$ cat config.mk
export PLATFORM = sky130hd
export DESIGN_NAME = downsampler_ber
export DESIGN_NICKNAME = d
export VERILOG_FILES = /design/src/rtl/downsampler_ber_pkg.sv /design/src/rtl/downsampler_ber_sat_counter.sv /design/src/rtl/downsampler_ber.sv
export SDC_FILE = /design/constraint.sdc
export NUM_CORES = 2
export LEC_CHECK = 0
export ABC_AREA = 1
export BUFFER_PORTS_ARGS = -buffer_cell sky130_fd_sc_hd__buf_2
export CORE_MARGIN = 2
export CORE_UTILIZATION = 53
export CTS_BUF_LIST = sky130_fd_sc_hd__clkbuf_8
export DETAILED_ROUTE_END_ITERATION = 8
export PLACE_DENSITY = 0.76
export SLEW_MARGIN = 20
export SYNTH_ARGS = -nofsm -noshare
export SYNTH_HDL_FRONTEND = slang
export SYNTH_HIERARCHICAL = 1
export SYNTH_SLANG_ARGS = --single-unit
$ cat constraint.sdc
create_clock -name clk -period 53.3 [get_ports clk]
set_input_delay 13.325 -clock clk [delete_from_list [all_inputs] [get_ports clk]]
set_output_delay 13.325 -clock clk [all_outputs]
set_load 0.02 [all_outputs]
$ cat src/rtl/downsampler_ber_pkg.sv
`default_nettype none
// ============================================================================
// Package     : ber_pkg
// Description : Shared definitions for the decimating BER checker: FSM state
//               encoding and default values for the configuration parameters.
// Revision    : 1.0 - initial release
// ============================================================================
package ber_pkg;

  // SEARCH sweeps the candidate latencies; LOCKED counts bits and errors.
  typedef enum logic [0:0] {
    SEARCH = 1'b0,
    LOCKED = 1'b1
  } ber_state_e;

  localparam int OS_DEFAULT     = 4;
  localparam int NB_LAT_DEFAULT = 9;
  localparam int NB_CNT_DEFAULT = 64;

endpackage
`default_nettype wire

$ cat src/rtl/downsampler_ber_sat_counter.sv
`default_nettype none
// ============================================================================
// Module      : sat_counter
// Description : Up-counter that sticks at all ones instead of wrapping.
//   clk     - rising-edge clock
//   i_rst   - asynchronous active-high clear
//   i_inc   - increment request, applied on the next rising edge
//   o_count - current count
// Revision    : 1.0 - initial release
// ============================================================================
module sat_counter #(
  parameter int WIDTH = 64
) (
  input  logic             clk,
  input  logic             i_rst,
  input  logic             i_inc,
  output logic [WIDTH-1:0] o_count
);

  logic [WIDTH-1:0] count_q;
  logic [WIDTH-1:0] count_d;

  always_comb begin
    count_d = count_q;
    if (i_inc && (count_q != {WIDTH{1'b1}})) begin
      count_d = count_q + WIDTH'(1);
    end
  end

  always_ff @(posedge clk or posedge i_rst) begin
    if (i_rst) begin
      count_q <= '0;
    end else begin
      count_q <= count_d;
    end
  end

  assign o_count = count_q;

endmodule
`default_nettype wire

$ cat src/rtl/downsampler_ber.sv
`default_nettype none
// ============================================================================
// Module      : downsampler_ber
// Description : Decimates an oversampled FIR output to one hard decision per
//               symbol, finds the reference latency with the fewest errors
//               by sweeping every candidate over a fixed window, then counts
//               compared bits and bit errors at that latency.
//   clk         - rising-edge clock
//   i_rst       - asynchronous active-high reset
//   i_en        - sample enable, 0 freezes all state
//   i_phase     - oversampled phase that produces the symbol strobe
//   i_is_data   - signed FIR output sample (sign bit is the decision)
//   i_ref_bit   - transmitted reference bit, used on strobes only
//   o_locked    - latency sweep finished
//   o_latency   - selected reference delay in symbols
//   o_bit_count - symbols compared while locked (saturating)
//   o_err_count - mismatches while locked (saturating)
// Build option: define BER_EARLY_LOCK_EN to lock at the end of the first
//               error-free window instead of sweeping all candidates.
// Revision    : 1.0 - initial release
// ============================================================================
module downsampler_ber
  import ber_pkg::*;
#(
  parameter int NB_INPUT = 8,
  parameter int OS       = OS_DEFAULT,
  parameter int NB_LAT   = NB_LAT_DEFAULT,
  parameter int NB_CNT   = NB_CNT_DEFAULT
) (
  input  logic                       clk,
  input  logic                       i_rst,
  input  logic                       i_en,
  input  logic [$clog2(OS)-1:0]      i_phase,
  input  logic signed [NB_INPUT-1:0] i_is_data,
  input  logic                       i_ref_bit,
  output logic                       o_locked,
  output logic [NB_LAT-1:0]          o_latency,
  output logic [NB_CNT-1:0]          o_bit_count,
  output logic [NB_CNT-1:0]          o_err_count
);

  localparam int NB_PH = $clog2(OS);
  localparam int W     = (2 ** NB_LAT) - 1;

`ifdef BER_EARLY_LOCK_EN
  localparam bit EARLY_LOCK = 1'b1;
`else
  localparam bit EARLY_LOCK = 1'b0;
`endif

  logic [NB_PH-1:0]  phase_q,   phase_d;
  logic [W-1:0]      ref_sr_q,  ref_sr_d;
  ber_state_e        state_q,   state_d;
  logic [NB_LAT-1:0] cand_q,    cand_d;
  logic [NB_LAT-1:0] best_q,    best_d;
  logic [NB_LAT-1:0] win_cnt_q, win_cnt_d;
  logic [NB_LAT-1:0] win_err_q, win_err_d;
  logic [NB_LAT-1:0] min_err_q, min_err_d;

  logic              strobe;
  logic              det_bit;
  logic [W:0]        ref_taps;
  logic [NB_LAT-1:0] tap_idx;
  logic              mismatch;
  logic [NB_LAT-1:0] err_now;
  logic              win_end;
  logic              bit_inc;
  logic              err_inc;
  logic              unused_data;

  // Only the sign of the sample forms the hard decision.
  assign det_bit     = i_is_data[NB_INPUT-1];
  assign unused_data = ^i_is_data[NB_INPUT-2:0];

  assign strobe = i_en && (phase_q == i_phase);

  // The live reference bit is tap 0, so W stored bits give the full
  // 2**NB_LAT taps: tap L is the bit that arrived L strobes earlier.
  assign ref_taps = {ref_sr_q, i_ref_bit};
  assign tap_idx  = (state_q == LOCKED) ? best_q : cand_q;
  assign mismatch = det_bit ^ ref_taps[tap_idx];

  // A window holds W strobes, so its error count never exceeds NB_LAT bits.
  assign err_now = win_err_q + NB_LAT'(mismatch);
  assign win_end = (win_cnt_q == NB_LAT'(W - 1));

  always_comb begin
    phase_d   = phase_q;
    ref_sr_d  = ref_sr_q;
    state_d   = state_q;
    cand_d    = cand_q;
    best_d    = best_q;
    win_cnt_d = win_cnt_q;
    win_err_d = win_err_q;
    min_err_d = min_err_q;

    // OS is a power of two, so natural wrap gives the modulo.
    if (i_en) begin
      phase_d = phase_q + NB_PH'(1);
    end

    if (strobe) begin
      ref_sr_d = ref_taps[W-1:0];
    end

    if (strobe && (state_q == SEARCH)) begin
      if (win_end) begin
        win_cnt_d = '0;
        win_err_d = '0;
        cand_d    = cand_q + NB_LAT'(1);
        // Strict less-than keeps the lower latency on ties.
        if (err_now < min_err_q) begin
          min_err_d = err_now;
          best_d    = cand_q;
        end
        if ((cand_q == {NB_LAT{1'b1}}) || (EARLY_LOCK && (err_now == '0))) begin
          state_d = LOCKED;
        end
      end else begin
        win_cnt_d = win_cnt_q + NB_LAT'(1);
        win_err_d = err_now;
      end
    end
  end

  always_ff @(posedge clk or posedge i_rst) begin
    if (i_rst) begin
      phase_q   <= '0;
      ref_sr_q  <= '0;
      state_q   <= SEARCH;
      cand_q    <= '0;
      best_q    <= '0;
      win_cnt_q <= '0;
      win_err_q <= '0;
      min_err_q <= '1;
    end else begin
      phase_q   <= phase_d;
      ref_sr_q  <= ref_sr_d;
      state_q   <= state_d;
      cand_q    <= cand_d;
      best_q    <= best_d;
      win_cnt_q <= win_cnt_d;
      win_err_q <= win_err_d;
      min_err_q <= min_err_d;
    end
  end

  assign bit_inc = strobe && (state_q == LOCKED);
  assign err_inc = bit_inc && mismatch;

  sat_counter #(
    .WIDTH (NB_CNT)
  ) u_bit_cnt (
    .clk     (clk),
    .i_rst   (i_rst),
    .i_inc   (bit_inc),
    .o_count (o_bit_count)
  );

  sat_counter #(
    .WIDTH (NB_CNT)
  ) u_err_cnt (
    .clk     (clk),
    .i_rst   (i_rst),
    .i_inc   (err_inc),
    .o_count (o_err_count)
  );

  assign o_locked  = (state_q == LOCKED);
  assign o_latency = best_q;

endmodule
`default_nettype wire

======== Yosys cells after proc, flatten, opt, wreduce, memory -nomap -nowiden ========
Index checks and enable logic that the tools add are counted.
Widths: inputs -> output; s select.
operators by class
  $add $sub $neg .......................... 6
  $lt $le $gt $ge ......................... 2
  equality and inequality tests ........... 5
  multiplexer cells ....................... 5
  bitwise operators ....................... 2
  reductions and logical operators ........ 9
operators by type and width
  operator               count
  $add 64x1->64 const B  2
  $ne 64x64->1 const B   2
  $mux 9                 3
  $add 9x1->9 const B    2
  $eq 9x9->1 const B     2
  $lt 9x10->1 const B    1
  $add 9x1->9            1
  $bmux 1 s9             1
  $lt 9x9->1             1
  $logic_and 1x1->1      6
  $reduce_and 3->1       2
  $add 2x1->2 const B    1
  $eq 2x2->1             1
  $reduce_and 2->1       1
  $mux 1                 1
  $not 1->1              1
  $xor 1x1->1            1
storage, ports and cells
  flip-flop bits (word level) ............. 687
  bits of input ports ..................... 14
  output and inout bits ................... 138
  word-level logic and storage cells ...... 39

======== Logic depth before layout (Yosys ltp) ========
  depth after elaboration ................. 7
  gate-level depth with buffers ........... 34

======== Modules after synthesis ========
Netlist, hierarchy kept.
modules (own cells, without submodules)
  module           times used  cells an instance  area each (um^2)  seq. area each (um^2)
  downsampler_ber  1           3,527              26,580.5          13,999.7
  sat_counter      2           718                4,565.6           1,601.5

======== Worst setup path before layout ========
OpenSTA, ideal clock, no wires.
  path kind ............................... input port to flip-flop
  from .................................... input port i_ref_bit
  to ...................................... register best_q[0], in the netlist o_latency[0]
  setup time .............................. 0.130 ns
  data arrival time ....................... 16.129 ns
  setup slack ............................. 37.041 ns
  stages .................................. 28
  buffers on the path ..................... 1
  cell sequence ........................... nand2_1 > nand3_1 > nand3_1 > nand3_1 > nand3_1 > nand3_1 > nand3_1 > nand3_1 > nand3_1 > nand2_1 > nand2_1 > nand2_1 > inv_1 > ha_1 > ha_1 > nand3_1 > nor2_1 > nand4_1 > xor2_1 > inv_1 > ha_1 > a21oi_1 > o21ai_0 > a21oi_1 > nand3_1 > clkbuf_1 > nand2_1 > o21ai_0
on the way
  cells in the longest elaborated chain, start to end .. 6
RTL lines
  what                          line                    RTL
  start, declared               downsampler_ber.sv:35   input logic i_ref_bit,
  $bmux 1 s9                    downsampler_ber.sv:81   assign mismatch = det_bit ^ ref_taps[tap_idx];
  $mux 1 (implied by the code)  downsampler_ber.sv:81
  $xor 1x1->1                   downsampler_ber.sv:81
  $add 9x1->9                   downsampler_ber.sv:84   assign err_now = win_err_q + NB_LAT'(mismatch);
  via err_now[8]                downsampler_ber.sv:65   logic [NB_LAT-1:0] err_now;
  $lt 9x9->1                    downsampler_ber.sv:112  if (err_now < min_err_q) begin
  $reduce_and 3->1 (no line)    -
  end signal, assigned          downsampler_ber.sv:141  best_q <= best_d;
  end, declared                 downsampler_ber.sv:55   logic [NB_LAT-1:0] best_q, best_d;
The timed path passes the listed nets, and every way through them passes these cells. The select of a mux whose other input is x is not followed.
A chain may end at the register's enable or synchronous reset.

======== Worst setup path after layout ========
  from .................................... input port i_ref_bit
  to ...................................... register best_q[8], in the netlist o_latency[8]
The elaborated chain is that of the path after synthesis.

==> results.cfg <==
[place]
placed_area_um2 = 36700
place_congestion = 0.969
dp_hpwl_mm = 54.9
numPlacedInstances = 5773
port_buffers = 144

[routing]
wl_mm = 92.3
first_iter_violations = 3668
vias = 32427
vias_per_cell = 5.41
ant_nets = 0
first_pass_iters = 5
wl_per_cell_um = 15.4
drc = 0

[synthesis]
syn_inst = 4963
synth_cell_type_count = 35
synth-seq-area-share_pct = 48.2
synth_top_family_by_area = simple AND/OR/NAND/NOR gates
synthesis.area_um2 = 35700
yosysWarnings = 6
synth.avg_cell_area_um2 = 7.20
synth-seq-cells = 687
synth-xor-area-share_pct = 1.23
yosys.area_share.simple_pct = 40.7
synth_adder_area_share_pct = 0.561
synth_fp_nets = 4993
synth_compound_area_share_pct = 3.24
muxShareOfSynthArea_pct = 0.0315

[critical_path]
crit_arrival_ns = 17.59
cp_max_fo = 35
worst-setup-path-type = in2reg
end_kind = register
cp.required_ns = 53.92
cp-start-kind = input pin

[global_routing]
grt_pass1_vias = 29614
grt_pass1_wl_mm = 152
grt_overflow = 0
grt_usage_pct = 26.4
grt_max_degree = 197
antenna_found_initial = 1

[clock_tree]
path_clk_slew_ns = 0.06
cts_resized = 0
cts.sinks = 687
post-cts-setup-buffer-count = 0
cts-root-buf = clkbuf_8
cts_tree = built
insertion_delay_ns = 0.77
numCtsBuffers = 115
clk_path_buf_depth = 3
h-tree-depth = 3
ctsHoldBuffers = 0

[floorplanning]
die_h_um = 264
row_count = 95
die_area_um2 = 69500
coreArea_um2 = 66900
io_pins = 152
die_x_um = 264
start_util_pct = 53.4

[final_layout]
syn2layout_area_growth_pct = 9.57
drive_above_1_share_pct = 9.15
nets = 5047
finalNonFillerCells = 5989
final_area_um2 = 39100
multiInputGateArea_um2 = 16400
area.sequential_um2 = 17200
fillers = 6133

[timing]
slew_headroom_pct = 20.9
maxSlewViolCount = 0
clock.fmax_mhz = 58.9
rsz0062_at_grt = false
tightest_slew_ns = 1.19
hold_viol_final = 0
min_period_over_period_pct = 31.8
setup_viol = 0
fin_tns_setup_ns = 0
fin_skew_ns = 0.0603
finalCriticalPeriod_ns = 16.96

[pwr]
power_frac_clock_pct = 36.1
switching_share_pct = 31.8
pwr-share-seq_pct = 48.3
p_comb_share_pct = 15.7
power.leakage_nw = 19.5
switching_power_uw = 432
p_per_area_nw_per_um2 = 34.7
internal_power_uw = 925
peakVddDrop_uv = 21.0

[run_status]
status = complete, no violations

[hold_path]
min_path_type = reg2reg

[run]
drv_cap = 0
==> worst max-delay path, cell delays in order <==
cell,delay [ns]
buf_2,0.11
nand2_1,0.06
nand3_1,0.08
nand3_1,0.13
nand3_1,0.10
nand3_1,0.11
nand3_1,0.21
nand3_1,0.21
nand3_1,0.09
nand3_1,0.11
nand2_1,0.06
nand2_1,0.05
nand2_1,0.12
inv_1,0.11
ha_1,0.17
ha_1,0.19
nand3_1,0.12
nor2_1,0.15
nand4_1,0.11
xor2_1,0.23
inv_1,0.07
ha_1,0.29
a21oi_1,0.11
o21ai_0,0.10
a21oi_1,0.16
nand3_2,0.52
mux2_2,0.48
==> cell families after synthesis <==
logic type / after synthesis
DFF: 687
muxes: 1
xor gates and xnor gates: 50
buffers and inverters: 486
adders and majority gates: 16
and+or+nand+nor: 3510
AOI/OAI and AO/OA: 213
==> area by class of cell <==
class                   count  share of cell area, %
clock inverters            62                  0.908
diodes                      1                0.00640
repair buffers            182                   2.63
inverters                 241                   2.35
flip-flops and latches    687                   44.0
multi-input cells        3790                   42.0
well taps                 873                   2.79
clock buffers             153                   5.38
==> sequential cells by signal, summed over array words and instances, names as in the netlist <==
name,count
phase_q,2
u_bit_cnt/o_count,64
win_err_q,9
cand_q,9
win_cnt_q,9
o_latency,9
o_locked,1
ref_sr_q,511
min_err_q,9
u_err_cnt/o_count,64
==> synth_stat cells <==
library cell  instances  share of area, %
o21ai_2               2             0.049
and2_0                2             0.035
nor2_2               23              0.40
nand2_2              27              0.47
o21ai_1               3             0.042
nor2_4               13              0.41
buf_6                16              0.50
nor3_1               21              0.29
a21oi_1              13              0.18
nor3_2                4              0.11
xnor2_1              24              0.59
dfstp_2               9              0.66
inv_1               227               2.4
and2_1                4             0.070
xor2_1               26              0.64
clkbuf_1            126               1.3
dfrtp_1             678                48
nand3b_1             30              0.63
nand2_4               7              0.22
o211ai_1             31              0.65
nor2_1              256               2.7
or2_2                 1             0.018
nand2_1            2471                26
ha_1                 16              0.56
inv_2                14              0.15
buf_4                36              0.76
buf_2                59              0.83
o22ai_1               2             0.035
nand4_1              81               1.4
a211oi_1              1             0.021
nand3_1             568               8.0
nor4_1                2             0.035
buf_1                 8             0.084
mux2_2                1             0.032
o21ai_0             161               2.3
==> worst paths after layout <==
path,from,to,slack (ns),cells after the start
worst max-delay path,i_ref_bit,o_latency[8],36.34,27
worst min-delay path,ref_sr_q[226],ref_sr_q[227],0.46,2
worst max register to register,o_locked,o_latency[8],46.30,30
worst min register to register,ref_sr_q[226],ref_sr_q[227],0.46,2
max in group asynchronous,i_rst,ref_sr_q[460],39.07,3
min in group asynchronous,i_rst,ref_sr_q[499],12.70,2
==> cell usage in the layout (no fill, tap or decap), types with 21 or more instances in the layout <==
master	synthesis	routed
nand2_1	2471	2471
nand3b_1	30	30
xnor2_1	24	24
nor2_1	256	255
o211ai_1	31	31
nor2_2	23	22
nand2_2	27	27
buf_4	36	36
xor2_1	26	26
inv_1	227	261
nor3_1	21	21
dfrtp_1	678	678
nand3_1	568	567
nand4_1	81	81
o21ai_0	161	161
clkbuf_8	0	153
buf_2	59	144
==> power groups by stage <==
stage / combinational (mW) / sequential (mW) / clock [mW]
2_1_floorplan: 0.169 / 0.652 / 0
4_1_cts: 0.214 / 0.653 / 0.500
5_1_grt: 0.246 / 0.664 / 0.523
6_report: 0.213 / 0.655 / 0.489
3_3_place_gp: 0.206 / 0.659 / 0
3_5_place_dp: 0.213 / 0.660 / 0
==> through the flow <==
| stage | setup slack [ns] | hold WS [ns] | utilization (%) | power [mW] |
|---|---|---|---|---|
| 6_report | 36.34 | 0.456 | 58.5 | 1.36 |
| 5_1_grt | 35.90 | 0.474 | 58.5 | 1.43 |
| 4_1_cts | 35.97 | 0.446 | 58.5 | 1.37 |
| 3_5_place_dp | 35.19 | 0.453 | 54.8 | 0.874 |
| 3_3_place_gp | 35.22 | 0.450 | 54.8 | 0.865 |
| 2_1_floorplan | 24.36 | 0.433 | - | 0.821 |
==> metal layers <==
layer / share of wire, % / track usage (%)
met3: 6.4 / 3.81
met2: 45 / 40.3
met4: 2.3 / 8.39
met5: 0 / 0
met1: 46 / 38.8
(Power assumes the default switching activity.)
